$ cat config.mk
export PLATFORM = sky130hd
export DESIGN_NAME = score_display
export DESIGN_NICKNAME = d
export VERILOG_FILES = /design/src/rtl/space_invaders_pkg.sv /design/src/rtl/seg7_encoder.sv /design/src/rtl/score_display.sv
export SDC_FILE = /design/constraint.sdc
export NUM_CORES = 1
export LEC_CHECK = 0
export ABC_AREA = 0
export CORE_AREA = 2 2 96 98
export CTS_CLUSTER_SIZE = 40
export DETAILED_ROUTE_END_ITERATION = 6
export DIE_AREA = 0 0 98 100
export DONT_BUFFER_PORTS = 1
export GPL_ROUTABILITY_DRIVEN = 0
export PLACE_DENSITY = 0.78
export SETUP_SLACK_MARGIN = 0.15
export SYNTH_ARGS = -nofsm -noshare
export SYNTH_HDL_FRONTEND = slang
export SYNTH_SLANG_ARGS = --single-unit
$ cat constraint.sdc
create_clock -name Clk -period 2.4 [get_ports Clk]
set_clock_uncertainty 0.2 [all_clocks]
set_input_delay 0.48 -clock Clk [delete_from_list [all_inputs] [get_ports Clk]]
set_output_delay 0.48 -clock Clk [all_outputs]
set_load 0.005 [all_outputs]
$ cat src/rtl/space_invaders_pkg.sv
// Shared types and constants for the score readout: FSM states, the
// active-low seven-segment table and an elaboration-time parameter check.
package space_invaders_pkg;

    typedef enum logic [1:0] {
        IDLE    = 2'd0,
        LOAD    = 2'd1,
        CONVERT = 2'd2,
        COMMIT  = 2'd3
    } disp_state_t;

    localparam logic [6:0] SEG_BLANK = 7'h7F;

    // Segment order is {g,f,e,d,c,b,a}; a zero bit lights the segment.
    localparam logic [6:0] SEG_DIGIT [0:9] = '{
        7'b1000000, 7'b1111001, 7'b0100100, 7'b0110000, 7'b0011001,
        7'b0010010, 7'b0000010, 7'b1111000, 7'b0000000, 7'b0010000
    };

    // True when 10^num_digits and the score width stay inside 32-bit integer range.
    function automatic bit pow10_fits(input int score_w, input int num_digits);
        longint p;
        p = 64'sd1;
        for (int i = 0; i < num_digits && i < 12; i++) begin
            p = p * 64'sd10;
        end
        return (score_w >= 2) && (score_w <= 31) &&
               (num_digits >= 1) && (p <= 64'sd2147483647);
    endfunction

endpackage

$ cat src/rtl/seg7_encoder.sv
// One BCD digit to active-low seven-segment pattern, with a blank override.
module seg7_encoder
    import space_invaders_pkg::*;
(
    input  logic [3:0] digit,
    input  logic       blank,
    output logic [6:0] seg
);

    // Table lookup; non-decimal codes fall back to a dark digit.
    always_comb begin
        seg = SEG_BLANK;
        if (blank) begin
            seg = SEG_BLANK;
        end else begin
            case (digit)
                4'd0:    seg = SEG_DIGIT[0];
                4'd1:    seg = SEG_DIGIT[1];
                4'd2:    seg = SEG_DIGIT[2];
                4'd3:    seg = SEG_DIGIT[3];
                4'd4:    seg = SEG_DIGIT[4];
                4'd5:    seg = SEG_DIGIT[5];
                4'd6:    seg = SEG_DIGIT[6];
                4'd7:    seg = SEG_DIGIT[7];
                4'd8:    seg = SEG_DIGIT[8];
                4'd9:    seg = SEG_DIGIT[9];
                default: seg = SEG_BLANK;
            endcase
        end
    end

endmodule

$ cat src/rtl/score_display.sv
// Score / high-score capture with a sequential double-dabble converter
// driving NUM_DIGITS active-low HEX displays.
module score_display
    import space_invaders_pkg::*;
#(
    parameter int SCORE_W       = 14,
    parameter int NUM_DIGITS    = 4,
    parameter int BLANK_LEADING = 1
) (
    input  logic                    Clk,
    input  logic                    reset_n,
    input  logic [SCORE_W-1:0]      score_in,
    input  logic                    score_valid,
    input  logic                    show_high,
    input  logic                    clear_high,
    output logic [7*NUM_DIGITS-1:0] hex_out,
    output logic [SCORE_W-1:0]      high_score,
    output logic                    busy,
    output logic                    overflow
);

    localparam int BCD_W = 4 * NUM_DIGITS;
    localparam int CNT_W = $clog2(SCORE_W + 1);
    localparam logic [CNT_W-1:0] LAST_STEP = CNT_W'(SCORE_W - 1);

    function automatic logic [7*NUM_DIGITS-1:0] reset_pattern();
        logic [7*NUM_DIGITS-1:0] v;
        v = '0;
        for (int k = 0; k < NUM_DIGITS; k++) begin
            v[7*k +: 7] = ((k == 0) || (BLANK_LEADING == 0)) ? SEG_DIGIT[0] : SEG_BLANK;
        end
        return v;
    endfunction

    localparam logic [7*NUM_DIGITS-1:0] HEX_RESET = reset_pattern();

    generate
        if (!pow10_fits(SCORE_W, NUM_DIGITS)) begin : g_bad_params
            $error("score_display: SCORE_W/NUM_DIGITS out of supported range");
        end
    endgenerate

    disp_state_t               state_r, state_next_s;
    logic [SCORE_W-1:0]        cur_score_r;
    logic [SCORE_W-1:0]        high_score_r;
    logic                      show_high_r;
    logic                      pending_r, pending_next_s;
    logic                      busy_r, busy_next_s;
    logic                      overflow_r;
    logic [7*NUM_DIGITS-1:0]   hex_r;
    logic [SCORE_W-1:0]        bin_r;
    logic [BCD_W-1:0]          bcd_r;
    logic                      ovf_r;
    logic [CNT_W-1:0]          cnt_r;

    logic                      req_s, load_s, step_s, commit_s;
    logic [SCORE_W-1:0]        src_s;
    logic [BCD_W-1:0]          adj_s, bcd_shift_s;
    logic [SCORE_W-1:0]        bin_shift_s;
    logic                      carry_s;
    logic [3:0]                digit_s [NUM_DIGITS];
    logic [NUM_DIGITS-1:0]     blank_s;
    logic [7*NUM_DIGITS-1:0]   seg_s;

    // Any new score, a clear, or a flip of the display source needs a fresh conversion.
    always_comb begin
        req_s = score_valid | clear_high | (show_high != show_high_r);
        src_s = show_high_r ? high_score_r : cur_score_r;
    end

    // Capture registers: current score, high score and the display-select copy.
    always_ff @(posedge Clk) begin
        if (!reset_n) begin
            cur_score_r  <= '0;
            high_score_r <= '0;
            show_high_r  <= 1'b0;
        end else begin
            show_high_r <= show_high;
            if (score_valid) begin
                cur_score_r <= score_in;
            end
            if (clear_high) begin
                high_score_r <= '0;
            end else if (score_valid && (score_in > high_score_r)) begin
                high_score_r <= score_in;
            end
        end
    end

    // Next-state and control decode.
    always_comb begin
        state_next_s = state_r;
        load_s       = 1'b0;
        step_s       = 1'b0;
        commit_s     = 1'b0;
        case (state_r)
            IDLE: begin
                if (pending_r) begin
                    load_s       = 1'b1;
                    state_next_s = CONVERT;
                end else begin
                    state_next_s = IDLE;
                end
            end
            LOAD: begin
                load_s       = 1'b1;
                state_next_s = CONVERT;
            end
            CONVERT: begin
                step_s = 1'b1;
                if (cnt_r == LAST_STEP) begin
                    state_next_s = COMMIT;
                end else begin
                    state_next_s = CONVERT;
                end
            end
            COMMIT: begin
                commit_s = 1'b1;
                if (pending_r) begin
                    state_next_s = LOAD;
                end else begin
                    state_next_s = IDLE;
                end
            end
            default: begin
                state_next_s = IDLE;
            end
        endcase
        // A request landing on the load edge still counts: the load used the old source.
        pending_next_s = req_s | (pending_r & ~load_s);
        busy_next_s    = (state_next_s != IDLE) | pending_next_s;
    end

    // FSM state, one-deep request flag and busy flag.
    always_ff @(posedge Clk) begin
        if (!reset_n) begin
            state_r   <= IDLE;
            pending_r <= 1'b0;
            busy_r    <= 1'b0;
        end else begin
            state_r   <= state_next_s;
            pending_r <= pending_next_s;
            busy_r    <= busy_next_s;
        end
    end

    // One double-dabble step: add 3 to nibbles >= 5, then shift {bcd, bin} left.
    always_comb begin
        adj_s = bcd_r;
        for (int k = 0; k < NUM_DIGITS; k++) begin
            if (adj_s[4*k +: 4] >= 4'd5) begin
                adj_s[4*k +: 4] = adj_s[4*k +: 4] + 4'd3;
            end else begin
                adj_s[4*k +: 4] = adj_s[4*k +: 4];
            end
        end
        carry_s     = adj_s[BCD_W-1];
        bcd_shift_s = {adj_s[BCD_W-2:0], bin_r[SCORE_W-1]};
        bin_shift_s = {bin_r[SCORE_W-2:0], 1'b0};
    end

    // Converter datapath; the sticky bit remembers any digit carried off the top.
    always_ff @(posedge Clk) begin
        if (!reset_n) begin
            bin_r <= '0;
            bcd_r <= '0;
            ovf_r <= 1'b0;
            cnt_r <= '0;
        end else if (load_s) begin
            bin_r <= src_s;
            bcd_r <= '0;
            ovf_r <= 1'b0;
            cnt_r <= '0;
        end else if (step_s) begin
            bin_r <= bin_shift_s;
            bcd_r <= bcd_shift_s;
            ovf_r <= ovf_r | carry_s;
            cnt_r <= cnt_r + CNT_W'(1);
        end
    end

    // Digit values and leading-zero blanking, scanned from the most significant digit.
    always_comb begin
        logic seen_nz;
        seen_nz = 1'b0;
        blank_s = '0;
        for (int k = NUM_DIGITS - 1; k >= 0; k--) begin
            digit_s[k] = ovf_r ? 4'd9 : bcd_r[4*k +: 4];
            if (bcd_r[4*k +: 4] != 4'd0) begin
                seen_nz = 1'b1;
            end else begin
                seen_nz = seen_nz;
            end
            blank_s[k] = (k != 0) && (BLANK_LEADING != 0) && !ovf_r && !seen_nz;
        end
    end

    generate
        for (genvar g = 0; g < NUM_DIGITS; g++) begin : g_seg
            seg7_encoder u_enc (
                .digit (digit_s[g]),
                .blank (blank_s[g]),
                .seg   (seg_s[7*g +: 7])
            );
        end
    endgenerate

    // Display registers change only in COMMIT, so the HEX pins never see partial results.
    always_ff @(posedge Clk) begin
        if (!reset_n) begin
            hex_r      <= HEX_RESET;
            overflow_r <= 1'b0;
        end else if (commit_s) begin
            hex_r      <= seg_s;
            overflow_r <= ovf_r;
        end
    end

    assign hex_out    = hex_r;
    assign high_score = high_score_r;
    assign busy       = busy_r;
    assign overflow   = overflow_r;

endmodule

# After elaboration in Yosys (flattened, before gate mapping)
# Memory sizes are Yosys's and may differ from the RTL's. A register that Yosys moved wholly into a read port is not among the register bits.
# Cells that the tools add are included.
dict set report totals {
  ff_bits 97
  latch_bits 0
  ram_bits 0
  romBits 448
  in_bits 19
  output_inout_bits 44
  wordCells 81
  mem_count 4
}
dict set report op_classes {
  addsub 5
  n_mul 0
  n_div 0
  n_lt_le_gt_ge 5
  eq_ne 5
  n_shift 0
  n_mux 25
  bitwise_logic 8
  n_reduce_logical 17
}
# name depth word_bits read_ports rd_ports_with_merged_regs write_ports line
set mem_list {}
lappend mem_list {{(no name shown)} 16 7 1 1 0 seg7_encoder.sv:16} ;# case (digit)
lappend mem_list {{(no name shown)} 16 7 1 0 0 seg7_encoder.sv:16}
lappend mem_list {{(no name shown)} 16 7 1 0 0 seg7_encoder.sv:16}
lappend mem_list {{(no name shown)} 16 7 1 0 0 seg7_encoder.sv:16}
# operator n
set ops {}
lappend ops {{$mux W14} 3}
lappend ops {{$mux W4} 8}
lappend ops {{$mux W7} 3}
lappend ops {{$add A4 B2 Y4 const B} 4}
lappend ops {{$ge A4 B3 Y1 const B} 4}
lappend ops {{$gt A14 B14 Y1} 1}
lappend ops {{$reduce_bool A4 Y1} 3}
lappend ops {{$mux W1} 8}
lappend ops {{$pmux W2 S4} 1}
lappend ops {{$logic_not A1 Y1} 5}
lappend ops {{$or A1 B1 Y1} 5}
lappend ops {{$add A4 B1 Y4 const B} 1}
lappend ops {{$eq A2 B2 Y1 const B} 2}
lappend ops {{$eq A4 B4 Y1 const B} 1}
lappend ops {{$logic_and A1 B1 Y1} 4}
lappend ops {{$reduce_bool A2 Y1} 2}
lappend ops {{$reduce_or A2 Y1} 2}
lappend ops {{$eq A2 B1 Y1 const B} 1}
lappend ops {{$logic_not A2 Y1} 1}
lappend ops {{$mux W2} 1}
lappend ops {{$not A1 Y1} 2}
lappend ops {{$pmux W1 S2} 1}
lappend ops {{$and A1 B1 Y1} 1}
lappend ops {{$ne A1 B1 Y1} 1}

# Logic depth before layout (Yosys ltp)
# Gate-level depths: netlist of run 1.
dict set report depth {
  word_depth 7
  mapped_depth 10
  depth_no_buf 9
}

# By module
# A second synthesis of run 1 with hierarchy kept.
dict set report unflattened {
  hier_cells 653
  hier_area_um2 5744.3
}
# mod instances cells_per_inst area_per_inst_um2 seq_area_each_um2
set by_module_without_submodules {}
lappend by_module_without_submodules {score_display 1 519 4784.6 1941.9}
lappend by_module_without_submodules {{seg7_encoder (g_seg[0].u_enc ...)} 2 33 235.2 0.0}
lappend by_module_without_submodules {{seg7_encoder (g_seg[3].u_enc)} 1 35 252.7 0.0}
lappend by_module_without_submodules {{seg7_encoder (g_seg[1].u_enc)} 1 33 236.5 0.0}

# Least setup slack after synthesis of run 1
# No wires, ideal clock.
dict set report synth_timing {
  kind {input port to flip-flop}
  startpoint {input score_in[5]}
  endpoint {register high_score_r[10] (netlist: high_score[10])}
  setup_ns 0.072
  arrival_ns 1.910
  required_ns 2.128
  setup_slack_ns 0.218
  path_stages 7
  n_path_buf 1
  cell_sequence {ha_1 -> nand4_1 -> o21bai_1 -> a311o_1 -> a21oi_4 -> buf_12 -> mux2i_1}
}
dict set report synth_between {
  elab_chain_cells 2
}
# element line
set synth_rtl {}
lappend synth_rtl {{start: declaration} score_display.sv:12} ;# input logic [SCORE_W-1:0] score_in,
lappend synth_rtl {{$gt A14 B14 Y1} score_display.sv:84} ;# end else if (score_valid && (score_in > high_score_r)) begin
lappend synth_rtl {{$logic_and A1 B1 Y1} score_display.sv:84}
lappend synth_rtl {{end signal: assignment} score_display.sv:85} ;# high_score_r <= score_in;
lappend synth_rtl {{end: declaration} score_display.sv:45} ;# logic [SCORE_W-1:0] high_score_r;
# Every way passes these cells.
# A chain may end at the register's enable or synchronous reset.

# Worst setup path after layout of run 1
dict set report layout_timing {
  startpoint {register high_score_r[5] (netlist: high_score[5])}
  endpoint {register high_score_r[12] (netlist: high_score[12])}
}
dict set report layout_between {
  elab_chain_cells 2
}
# element line
set layout_rtl {}
lappend layout_rtl {{$gt A14 B14 Y1} score_display.sv:84}
lappend layout_rtl {{$logic_and A1 B1 Y1} score_display.sv:84}
# Every way passes these cells.

==> flow_metrics.env, run 1 <==
export IMPL_cp_max_fo=7
export IMPL_ys_ff_latch=97
export IMPL_yosysSeqAreaShare_pct=35.81
export IMPL_maxCapViolations=0
export IMPL_portBuffers=0
export IMPL_vias=4237
export IMPL_grt_use_total_pct=22.24
export IMPL_regArea_um2=1967
export IMPL_worstSetupPathType="reg -> reg"
export IMPL_synthFlopType="dfxtp_1"
export IMPL_p_comb_share_pct=12.7
export IMPL_yosys_warnings=0
export IMPL_ioPinCount=63
export IMPL_leakagePower_nw=2.454
export IMPL_drv_slew=0
export IMPL_seqPwrFrac_pct=53.7
export IMPL_place_inst=724
export IMPL_fin_tns_setup_ns=0
export IMPL_clk_latency_ns=0.36
export IMPL_slew_headroom_pct=52.17
export IMPL_syn_to_final_growth_pct=7.222
export IMPL_ctsRootBufferMaster="clkbuf_8"
export IMPL_n_fill_cell=711
export IMPL_dieHeight_um=100
export IMPL_setup_viol=0
export IMPL_grt_use_met2_pct=40.78
export IMPL_sw_frac_of_total_pct=26.50
export IMPL_syn_avg_cell_area_um2=8.420
export IMPL_fmax_mhz=445.2
export IMPL_hold_violations=0
export IMPL_top_usage_layer="met2"
export IMPL_drive_gt1_share_pct=8.703
export IMPL_critPathArrivalTime_ns=2.33
export IMPL_die_w_um=98
export IMPL_final_cell_mix="nand2_1, dfxtp_1, mux2i_1"
export IMPL_fin_cells=743
export IMPL_multi_input_area_um2=3231
export IMPL_cts_tree="done"
export IMPL_post_synth_num_cell_types=48
export IMPL_dr_pass1_iters=7
export IMPL_syn_num_nets=714
export IMPL_viasPerCell=5.703
export IMPL_nNetsFinal=698
export IMPL_cellPowerDensity_nw_per_um2=547.7
export IMPL_n_antenna_cell=0
export IMPL_placed_cell_area_um2=5463
export IMPL_num_rows=35
export IMPL_die_area_um2=9800
export IMPL_switching_power_mw=0.8437
export IMPL_drc=0
export IMPL_dp_hpwl_um=7536
export IMPL_finalInstanceArea_um2=5814
export IMPL_path_clk_slew_ns=0.10
export IMPL_grt_max_degree=46
export IMPL_run_status="finished clean"
export IMPL_use_met3_pct=6.198
export IMPL_cts_sinks=97
export IMPL_period_needed_ns=2.246
export IMPL_syn_inst=644
export IMPL_routedWlPerCell_um=14.79
export IMPL_cts_buffer_depth=2
export IMPL_initial_core_util_pct=61.00
export IMPL_crit_required_ns=2.48
export IMPL_antenna_found_initial=0
export IMPL_startpoint_type="register"
export IMPL_final_common_cell="nand2_1"
export IMPL_synth_edff_count=0
export IMPL_htree_levels=3
export IMPL_numCtsBuffers=9
export IMPL_grt_pass1_wl_um=18060
export IMPL_synth_area_um2=5423
export IMPL_ant_nets=0
export IMPL_first_global_vias=4183
export IMPL_holdCritPathClass="in -> reg"
export IMPL_rsz0062_at_grt="false"
export IMPL_p_int_mw=2.341
export IMPL_pwr_share_clk_pct=33.6
export IMPL_use_met1_pct=24.63
export IMPL_async_flop_share_pct=0
export IMPL_core_um2=8890
export IMPL_post_route_period_util_pct=93.59
export IMPL_endpoint_kind="register"
export IMPL_grt_overflow=0
export IMPL_holdWs_ns=0.02884
export IMPL_worst_pin_slew_ns=0.7157
export IMPL_wl_um=10990
export IMPL_ir_drop_uv=376.3
export IMPL_drtIter0Drc=139
[stage by stage]
| stage | utilization [%] | power (mW) | setup slack, ns |
|---|---|---|---|
| floorplan | - | 2.064 | 0.2180 |
| CTS | 63.83 | 3.188 | 0.1863 |
| global placement | 61.45 | 2.109 | 0.2547 |
| detailed placement | 61.45 | 2.124 | 0.1697 |
| finish | 65.40 | 3.185 | 0.1538 |
| global route | 65.40 | 3.321 | 0.07111 |
[cell families after synthesis]
kind of cell | after synthesis | share of synthesized area [%]
flip-flops | 97 | 35.81
XOR/XNOR | 11 | 1.777
adder cells (fa/ha/maj) | 51 | 11.77
AO/OA/AOI/OAI | 113 | 12.62
buffers and inverters | 81 | 6.230
multiplexers | 66 | 12.18
AND/OR/NAND/NOR | 225 | 19.61
[repair_timing]
action	4_1_cts	5_1_grt
setup endpoints to repair	0	15
hold buffers	2	0
resized for setup	0	26
buffers inserted	0	1
endpoints found under the hold margin	13	0
[metal layers]
layer  wire length [um]  share of wire (%)
met1               4576                 42
met4                184                1.7
met2               5631                 51
met3                598                5.4
met5                  0                  0
[power groups by stage]
stage / clock, mW / combinational (mW) / sequential [mW]
finish: 1.07 / 0.406 / 1.71
global route: 1.15 / 0.455 / 1.72
CTS: 1.09 / 0.383 / 1.71
detailed placement: 0 / 0.374 / 1.75
global placement: 0 / 0.361 / 1.75
floorplan: 0 / 0.327 / 1.74
[path summary, 6_finish.rpt]
path	from	endpoint	slack (ns)	depth (start not counted)
hold reg to reg	high_score[13]	high_score[13]	0.29	2
setup reg to reg	high_score[5]	high_score[12]	0.15	8
setup / recovery	high_score[5]	high_score[12]	0.15	8
hold / removal	show_high	show_high_r	0.03	1
[sequential cells by signal (all words and copies together) (netlist names)]
signal,count
cnt_r,4
pending_r,1
high_score,14
busy,1
overflow,1
ovf_r,1
bcd_r,16
state_r,2
bin_r,14
hex_out,28
show_high_r,1
cur_score_r,14
[synth_stat cells (13+ instances only)]
master | n | share of area, %
nand2_1 | 105 | 7.3
dfxtp_1 | 97 | 36
mux2i_1 | 66 | 12
ha_1 | 51 | 12
inv_1 | 40 | 2.8
nor2_1 | 35 | 2.4
a21oi_1 | 32 | 3.0
clkbuf_1 | 30 | 2.1
o21ai_0 | 27 | 2.5
nor2b_1 | 20 | 2.3
and3_1 | 15 | 1.7
nand2b_1 | 15 | 1.7
nand3_1 | 14 | 1.3
o21ai_1 | 13 | 1.2
[layout make-up]
type	instances	area share (%)
Clock inverter	6	1.162
Tap cell	111	2.389
Timing Repair Buffer	13	2.281
Multi-Input combinational cell	466	55.56
Sequential cell	97	33.83
Clock buffer	9	2.130
Inverter	41	2.647
[worst max-delay path, stage by stage, from the launching register on]
cell       delay, ns
dfxtp_2         0.37
inv_1           0.08
ha_4            0.28
nand4_1         0.13
o21bai_1        0.19
a311o_1         0.30
a21oi_4         0.24
clkbuf_16       0.20
mux2i_1         0.18
Note: power is estimated with default switching activity, not from simulation.
==> run 2: changes to the inputs <==
--- a/config.mk
+++ b/config.mk
@@ -6,13 +6,14 @@
 export NUM_CORES = 1
 export LEC_CHECK = 0
 export ABC_AREA = 0
-export CORE_AREA = 2 2 96 98
+export CAP_MARGIN = 20
+export CORE_AREA = 2 2 100 102
 export CTS_CLUSTER_SIZE = 40
 export DETAILED_ROUTE_END_ITERATION = 6
-export DIE_AREA = 0 0 98 100
+export DIE_AREA = 0 0 102 104
 export DONT_BUFFER_PORTS = 1
 export GPL_ROUTABILITY_DRIVEN = 0
-export PLACE_DENSITY = 0.78
+export PLACE_DENSITY = 0.75
 export SETUP_SLACK_MARGIN = 0.15
 export SYNTH_ARGS = -nofsm -noshare
 export SYNTH_HDL_FRONTEND = slang
==> constraint.sdc (replaced) <==
create_clock -name Clk -period 1.9 [get_ports Clk]
set_clock_uncertainty 0.2 [all_clocks]
set_input_delay 0.38 -clock Clk [delete_from_list [all_inputs] [get_ports Clk]]
set_output_delay 0.38 -clock Clk [all_outputs]
set_load 0.005 [all_outputs]
==> run 2 against run 1 <==
The run now ends with negative setup slack left. First-iteration DRC count rose by 23%. Final area increased by 15%. Wire length up 15%. Flip-flop and latch count unchanged. Total power up 27%. Clock power rose by 13%. Global-route usage up 0.60 points. Die area is 8.2% higher.
==> flow_metrics.env, run 2 (synthesis gave the netlist of run 1 again) <==
export IMPL_nNetsFinal=761
export IMPL_htree_levels=3
export IMPL_cts_buffer_depth=2
export IMPL_ctsRootBufferMaster="clkbuf_8"
export IMPL_antenna_found_initial=0
export IMPL_syn_to_final_growth_pct=23.14
export IMPL_p_comb_share_pct=17.0
export IMPL_crit_required_ns=1.99
export IMPL_die_w_um=102
export IMPL_num_rows=36
export IMPL_drc=0
export IMPL_endpoint_kind="register"
export IMPL_largest_reg_flops=28
export IMPL_worst_pin_slew_ns=0.7541
export IMPL_finalPower_mw=4.060
export IMPL_viasPerCell=5.520
export IMPL_ir_drop_uv=598.0
export IMPL_holdWs_ns=0.01327
export IMPL_routedWlPerCell_um=15.20
export IMPL_dr_pass1_iters=5
export IMPL_grt_use_total_pct=22.84
export IMPL_ant_nets=0
export IMPL_dp_hpwl_um=7938
export IMPL_seqPwrFrac_pct=53.1
export IMPL_worstSetupPathType="reg -> reg"
export IMPL_wl_um=12600
export IMPL_final_cell_mix="nand2_1, dfxtp_1, mux2i_1"
export IMPL_cts_sinks=97
export IMPL_vias=4576
export IMPL_sw_frac_of_total_pct=27.04
export IMPL_final_common_cell="nand2_1"
export IMPL_place_ws_ns=-0.1951
export IMPL_p_int_mw=2.962
export IMPL_post_route_period_util_pct=114.9
export IMPL_fin_ws_ns=-0.2839
export IMPL_drive_gt1_share_pct=21.84
export IMPL_rsz0062_at_grt="true"
export IMPL_run_status="complete, but fails checks"
export IMPL_violations="negative setup slack"
export IMPL_slew_headroom_pct=49.73
export IMPL_leakagePower_nw=2.832
export IMPL_grt_pass1_wl_um=19860
export IMPL_period_needed_ns=2.184
export IMPL_hold_violations=0
export IMPL_final_util_pct=69.93
export IMPL_holdCritPathClass="in -> reg"
export IMPL_cp_max_fo=7
export IMPL_die_area_um2=10610
export IMPL_clk_latency_ns=0.37
export IMPL_cellPowerDensity_nw_per_um2=608.0
export IMPL_startpoint_type="register"
export IMPL_fmax_mhz=457.9
export IMPL_critPathArrivalTime_ns=2.27
export IMPL_switching_power_mw=1.098
export IMPL_initial_core_util_pct=56.79
export IMPL_cts_tree="done"
export IMPL_numCtsBuffers=9
export IMPL_pwr_share_clk_pct=29.9
export IMPL_portBuffers=0
export IMPL_grt_overflow=0
export IMPL_grt_max_degree=57
export IMPL_ioPinCount=63
export IMPL_dieHeight_um=104
export IMPL_core_um2=9549
export IMPL_fin_tns_setup_ns=-3.743
export IMPL_n_antenna_cell=0
export IMPL_setup_viol=14
export IMPL_maxCapViolations=0
export IMPL_path_clk_slew_ns=0.09
export IMPL_drtIter0Drc=171
export IMPL_first_global_vias=4397
export IMPL_drv_slew=0
run 2: cell count changes in the layout (fill, tap and decap cells not counted), sizes merged:
cell,delta
clkinv,+4
clkbuf,+1
bufinv,-1
buf,+47
clkinvlp,-1
inv,-2
dlymetal6s4s,+1
dlygate4sd3,+15
run 2: path summary, 6_finish.rpt:
kind | cells past startpoint | to | slack, ns | startpoint
worst min-delay path | 2 | cur_score_r[2] | 0.01 | score_valid
worst min register to register | 2 | hex_out[8] | 0.30 | hex_out[8]
worst max register to register | 9 | high_score[3] | -0.28 | high_score[5]
worst max-delay path | 9 | high_score[3] | -0.28 | high_score[5]
run 2: per-stage QoR:
stage / instances / instance area [um^2]
after floorplan: 644 / 5473
final: 829 / 6678
after detailed placement: 777 / 5789
after global placement: 777 / 5789
after CTS: 816 / 6314
after global routing: 829 / 6678
run 2: final cells by class:
type	count	area, um^2
well taps	133	166.4
flip-flops and latches	97	1972
multi-input cells	466	3478
repair buffers	75	708.2
fillers	698	2872
inverters	41	171.4
repair inverters	1	8.758
clock inverters	5	31.28
clock buffers	11	141.4
run 2: layer usage:
metal	track usage [%]	share of wire, %	up-vias
met1	28.04	43	2190
met2	38.44	51	91
met3	4.839	4.1	23
met4	9.238	1.9	0
met5	0	0	-
li1	-	-	2272
run 2: power by group through the flow:
stage          combinational [mW]  sequential, mW  clock, mW
5_1_grt                     0.753            2.17       1.32
3_3_place_gp                0.518            2.20          0
2_1_floorplan               0.419            2.20          0
6_report                    0.689            2.16       1.21
4_1_cts                     0.633            2.16       1.24
3_5_place_dp                0.535            2.20          0
run 2: what timing repair did:
item | in CTS | in global routing
endpoints found under the setup margin | 28 | 65
buffers inserted | 3 | 12
gates cloned | 1 | 1
resized for setup | 25 | 76
pin swaps | 7 | 28
hold buffers | 19 | 0
hold endpoints to repair | 69 | 0
run 2: critical path, stage by stage (launching register included):
cell      delay [ns]
dfxtp_2         0.35
inv_2           0.04
ha_4            0.25
nand4_1         0.13
o21bai_1        0.20
a311o_1         0.31
a21oi_4         0.19
buf_6           0.12
buf_12          0.12
mux2i_1         0.19
